`config.mk`:
```
export PLATFORM = sky130hd
export DESIGN_NAME = instr_fetch_unit
export DESIGN_NICKNAME = d
export VERILOG_FILES = /design/src/rtl/fetch_pkg.sv /design/src/rtl/fetch_skid_buffer.sv /design/src/rtl/instr_fetch_unit.sv
export SDC_FILE = /design/constraint.sdc
export NUM_CORES = 1
export LEC_CHECK = 0
export BUFFER_PORTS_ARGS = -buffer_cell sky130_fd_sc_hd__buf_2
export CAP_MARGIN = 20
export CORE_ASPECT_RATIO = 0.9
export CORE_MARGIN = 2
export CORE_UTILIZATION = 53
export DETAILED_ROUTE_END_ITERATION = 12
export HOLD_SLACK_MARGIN = 0.12
export PLACE_DENSITY = 0.81
export SETUP_SLACK_MARGIN = 0.4
export SYNTH_ARGS = -nofsm -noshare
export SYNTH_HDL_FRONTEND = slang
export SYNTH_SLANG_ARGS = --single-unit
```
`constraint.sdc`:
```
create_clock -name clk -period 2.9 [get_ports clk]
set_input_delay 0.145 -clock clk [delete_from_list [all_inputs] [get_ports clk]]
set_output_delay 0.145 -clock clk [all_outputs]
set_load 0.01 [all_outputs]
```
`src/rtl/fetch_pkg.sv`:
```
// fetch_pkg: shared types and defaults for the instruction-fetch unit.
//   PC_W / INSTR_W / PC_STEP : default widths and sequential step
//   fetch_state_t            : fetch FSM state encoding
//   ifid_t                   : {instr, pc} pair held by IF/ID and the skid buffer
package fetch_pkg;

  localparam int PC_W    = 8;
  localparam int INSTR_W = 32;
  localparam int PC_STEP = 4;

  typedef enum logic [1:0] {
    BOOT  = 2'd0,
    FETCH = 2'd1,
    FULL  = 2'd2
  } fetch_state_t;

  typedef struct packed {
    logic [INSTR_W-1:0] instr;
    logic [PC_W-1:0]    pc;
  } ifid_t;

endpackage

```
`src/rtl/fetch_skid_buffer.sv`:
```
// fetch_skid_buffer: one-entry holding register for a fetched {instr, pc}.
//   clk, reset : clock, async active-high reset
//   load       : capture din (entry becomes valid)
//   drain      : entry consumed (entry becomes empty)
//   flush      : discard entry; highest priority
//   din / dout : entry in / out
//   valid      : entry holds data
module fetch_skid_buffer
  import fetch_pkg::*;
(
  input  logic  clk,
  input  logic  reset,
  input  logic  load,
  input  logic  drain,
  input  logic  flush,
  input  ifid_t din,
  output logic  valid,
  output ifid_t dout
);

  always_ff @(posedge clk or posedge reset) begin
    if (reset) begin
      valid <= 1'b0;
      dout  <= '0;
    end else if (flush) begin
      valid <= 1'b0;
    end else if (load) begin
      valid <= 1'b1;
      dout  <= din;
    end else if (drain) begin
      valid <= 1'b0;
    end
  end

endmodule

```
`src/rtl/instr_fetch_unit.sv`:
```
// instr_fetch_unit: reads imem at pc, latches the word into IF/ID, and
// drives next_pc / pc_en back to the program counter. A one-entry skid
// buffer absorbs the word that arrives while decode is stalled; branch
// redirects from ID flush everything and reload the PC.
//   clk, reset                    : clock, async active-high reset
//   pc / next_pc / pc_en          : PC interface (PC loads next_pc when pc_en)
//   imem_req/addr/ack/rdata       : instruction memory read port
//   id_valid/instr/pc, id_ready   : IF/ID latch towards decode
//   branch_taken / branch_target  : redirect from ID
//
// state | meaning
// BOOT  | one idle cycle after reset, no request
// FETCH | requesting imem at pc, loading IF/ID
// FULL  | skid holds a word behind a stalled IF/ID, fetch paused
//
// The skid entry uses the package ifid_t, so non-default widths must be
// changed in fetch_pkg as well.
module instr_fetch_unit
  import fetch_pkg::*;
#(
  parameter int PC_W    = fetch_pkg::PC_W,
  parameter int INSTR_W = fetch_pkg::INSTR_W,
  parameter int PC_STEP = fetch_pkg::PC_STEP
) (
  input  logic               clk,
  input  logic               reset,
  input  logic [PC_W-1:0]    pc,
  output logic [PC_W-1:0]    next_pc,
  output logic               pc_en,
  output logic               imem_req,
  output logic [PC_W-1:0]    imem_addr,
  input  logic               imem_ack,
  input  logic [INSTR_W-1:0] imem_rdata,
  output logic               id_valid,
  output logic [INSTR_W-1:0] id_instr,
  output logic [PC_W-1:0]    id_pc,
  input  logic               id_ready,
  input  logic               branch_taken,
  input  logic [PC_W-1:0]    branch_target
);

  fetch_state_t state;

  logic  branch_act;
  logic  ifid_free;
  logic  ack_ok;
  logic  accept;
  logic  skid_load;
  logic  skid_drain;
  logic  skid_valid;
  ifid_t skid_din;
  ifid_t skid_dout;

  assign branch_act = branch_taken && (state != BOOT);
  assign ifid_free  = !id_valid || id_ready;
  // A usable response: only in FETCH, and a branch discards it.
  assign ack_ok     = (state == FETCH) && imem_ack && !branch_taken;
  assign accept     = ack_ok && ifid_free;
  assign skid_load  = ack_ok && !ifid_free;
  assign skid_drain = (state == FULL) && id_ready && !branch_taken;

  assign imem_req  = (state == FETCH);
  assign imem_addr = pc;
  assign pc_en     = branch_act || ack_ok;
  // Wraps modulo 2^PC_W by width truncation.
  assign next_pc   = branch_act ? branch_target : pc + PC_W'(PC_STEP);

  assign skid_din.instr = imem_rdata;
  assign skid_din.pc    = pc;

  fetch_skid_buffer u_skid (
    .clk   (clk),
    .reset (reset),
    .load  (skid_load),
    .drain (skid_drain),
    .flush (branch_act),
    .din   (skid_din),
    .valid (skid_valid),
    .dout  (skid_dout)
  );

  always_ff @(posedge clk or posedge reset) begin
    if (reset) begin
      state    <= BOOT;
      id_valid <= 1'b0;
      id_instr <= '0;
      id_pc    <= '0;
    end else begin
      unique case (state)
        BOOT: begin
          state <= FETCH;
        end
        FETCH: begin
          if (branch_taken) begin
            id_valid <= 1'b0;
          end else if (accept) begin
            id_valid <= 1'b1;
            id_instr <= imem_rdata;
            id_pc    <= pc;
          end else if (skid_load) begin
            state <= FULL;
          end else if (id_ready) begin
            id_valid <= 1'b0;
          end
        end
        FULL: begin
          if (branch_taken) begin
            id_valid <= 1'b0;
            state    <= FETCH;
          end else if (id_ready) begin
            id_valid <= skid_valid;
            id_instr <= skid_dout.instr;
            id_pc    <= skid_dout.pc;
            state    <= FETCH;
          end
        end
        default: begin
          state <= BOOT;
        end
      endcase
    end
  end

endmodule

```
==> impl_metrics.env <==
export IMPL_outcome="finished clean"
export IMPL_async_reset_ff_share_pct=100
export IMPL_whs_ns=0.171
export IMPL_seq_area_frac_synth_pct=50.9
export IMPL_required_ns=2.76
export IMPL_ys_ff_latch=84
export IMPL_initial_core_util_pct=54.7
export IMPL_use_met1_pct=27.6
export IMPL_critical_path_class="flip-flop to output pin"
export IMPL_firstDrtPassIters=4
export IMPL_std_cell_rows=30
export IMPL_p_per_area_mw_per_mm2=903
export IMPL_ctsResizeCount=0
export IMPL_clk_pin_slew_ns=0.08
export IMPL_grt_pass1_wl_mm=14.7
export IMPL_io_buffers=111
export IMPL_use_met2_pct=37.9
export IMPL_ant_nets=0
export IMPL_finalCriticalPeriod_ns=2.14
export IMPL_synth_avg_cell_area_sq_um=14.3
export IMPL_synth_edf_count=0
export IMPL_swShare_pct=31.4
export IMPL_switching_power_mw=1.52
export IMPL_clk_root_buffer_cell="clkbuf_8"
export IMPL_ys_warn_count=0
export IMPL_synth_largest_area_cell="dfrtp_1"
export IMPL_grt_busiest_layer="met2"
export IMPL_areaGrowthSynthToFinish_pct=29.8
export IMPL_p_leak_nw=2.66
export IMPL_power_frac_seq_pct=40.6
export IMPL_synth_top_area_share_pct=50.9
export IMPL_syn_inst=289
export IMPL_yosysMostFrequentCell="dfrtp_1"
export IMPL_ios=112
export IMPL_grt_max_degree=41
export IMPL_period_share_pct=73.7
export IMPL_cts_max_level=3
export IMPL_routed_wl_mm=8.84
export IMPL_grt_pass1_vias=2922
export IMPL_utilization_pct=71.1
export IMPL_setup_violations=0
export IMPL_rsz0062_at_grt="false"
export IMPL_antenna_found_initial=0
export IMPL_hold_path_class="input pin to flip-flop"
export IMPL_netlist_top_cells_area="dfrtp_1, mux2_2, mux2_4"
export IMPL_maxCapViolCount=0
export IMPL_power_frac_clock_pct=18.8
export IMPL_drt_iter0_markers=64
export IMPL_dieArea_sq_mm=0.00851
export IMPL_vdd_drop_max_mv=0.485
export IMPL_synthFlopType="dfrtp_1"
export IMPL_hpwl_mm=5.61
export IMPL_wl_per_cell_um=16.5
export IMPL_critPathCaptureType="output pin"
export IMPL_p_int_mw=3.32
export IMPL_die_w_um=97.0
export IMPL_start_kind="flip-flop"
export IMPL_cts_sinks=84
export IMPL_max_freq_mhz=468
export IMPL_postCtsSetupBuffers=0
export IMPL_clkLatencyLatePin_ns=0.35
export IMPL_dp_slack_ns=0.812
export IMPL_slew_headroom_pct=52.7
export IMPL_cts_tree="yes"
export IMPL_diodes=0
export IMPL_power_frac_comb_pct=40.6
export IMPL_routed_via_density=5.13
export IMPL_fin_skew_ns=0.00894
export IMPL_fin_nets=494
export IMPL_crit_fanout=11
export IMPL_yosys_top_cells_count="dfrtp_1, mux2_2, mux2_4"
export IMPL_worstMarginPinSlew_ns=0.708
export IMPL_drv_slew=0
export IMPL_drcViolationCount=0
export IMPL_die_height_um=87.7
export IMPL_globalplace_congestion=0.840
export IMPL_worst_slack_ns=0.762
export IMPL_netlist_area_sq_mm=0.00413
export IMPL_drive_gt1_share_pct=58.6
export IMPL_yosysUniqueCellTypes=27
export IMPL_cts_buffers=9
export IMPL_vias=2751
export IMPL_tns_ns=0
export IMPL_grt_use_total_pct=21.8
export IMPL_synth_fp_nets=347
export IMPL_placeableCoreArea_sq_mm=0.00754
export IMPL_finalHoldViolations=0
export IMPL_grt_remaining_overflow=0
export IMPL_use_met3_pct=6.15
export IMPL_arrival_ns=1.99
export IMPL_clk_path_buf_depth=2
## worst paths after layout
kind	startpoint	to	slack, ns	cells past startpoint
max in group asynchronous	reset	u_skid.dout[0]	1.75	4
worst min register to register	u_skid.dout[0]	u_skid.dout[0]	0.51	1
worst max register to register	state[1]	u_skid.dout[18]	0.81	6
worst min-delay path	id_ready	u_skid.valid	0.17	3
min in group asynchronous	reset	id_instr[19]	0.38	3
worst max-delay path	state[0]	next_pc[6]	0.76	5
## cell families after synthesis
| group | after synthesis | synth area share (%) |
|---|---|---|
| AOI/OAI and AO/OA | 13 | 2.18 |
| and+or+nand+nor | 36 | 3.94 |
| muxes | 121 | 36.6 |
| buffers and inverters | 26 | 3.97 |
| xor gates and xnor gates | 4 | 0.849 |
| DFF | 84 | 50.9 |
| adders and majority gates | 5 | 1.52 |
## registers in the layout (all words and copies together), names as in the netlist
name and flops:
id_instr 32, id_pc 8, id_valid 1, state 2, u_skid.dout 40, u_skid.valid 1
## repair_timing
item,in CTS,in global routing
hold buffers,41,0
endpoints found under the hold margin,73,0
endpoints found under the setup margin,0,0
## critical path, stage by stage, from the launching register on
cell	delay (ns)
dfrtp_1	0.39
inv_1	0.09
ha_1	0.22
nor2b_1	0.56
o21ai_0	0.21
buf_2	0.18
## power by group through the flow
| stage | clock network [mW] | logic [mW] | registers [mW] |
|---|---|---|---|
| floorplan | 0 | 1.26 | 2.06 |
| global placement | 0 | 1.87 | 1.94 |
| detailed placement | 0 | 1.92 | 1.97 |
| CTS | 0.923 | 1.98 | 1.95 |
| global route | 0.974 | 2.12 | 2.03 |
| finish | 0.908 | 1.97 | 1.97 |
## final cells by class
cell class / count / area (sq um)
timing repair buffer: 158 / 1040
multi-input combinational: 179 / 1870
tap: 96 / 120
inverter: 4 / 16.3
clock buffer: 9 / 124
fill: 530 / 2180
clock inverter: 6 / 88.8
sequential: 84 / 2100
## layer usage
layer | share of wire [%] | vias to the layer above
met4 | 0.71 | 0
met5 | 0 | -
met3 | 5.5 | 8
met1 | 45 | 1358
met2 | 48 | 83
li1 | - | 1302
## placed cells by master, fill, tap and decap left out, types with 2 or more instances in the layout
master	netlist	final
nand2_1	19	19
inv_1	4	3
buf_4	8	4
mux2_2	81	81
ha_1	5	4
nor2_1	5	4
dfrtp_1	84	84
clkinv_2	0	2
buf_2	5	111
clkinvlp_4	0	2
nor2b_1	5	5
mux2_4	40	40
xor2_1	2	2
xnor2_1	2	2
dlygate4sd3_1	0	41
buf_12	0	2
o21ai_0	5	5
bufinv_16	0	2
nand3_1	2	2
nand2b_1	3	3
clkbuf_8	0	9
## through the flow
step | total power, mW | instances | area [sq um]
after floorplan | 3.32 | 289 | 4130
after global placement | 3.81 | 480 | 4740
after detailed placement | 3.90 | 480 | 4740
after CTS | 4.85 | 536 | 5360
after global routing | 5.12 | 536 | 5360
final | 4.84 | 536 | 5360
Note: power is estimated with default switching activity, not from simulation.
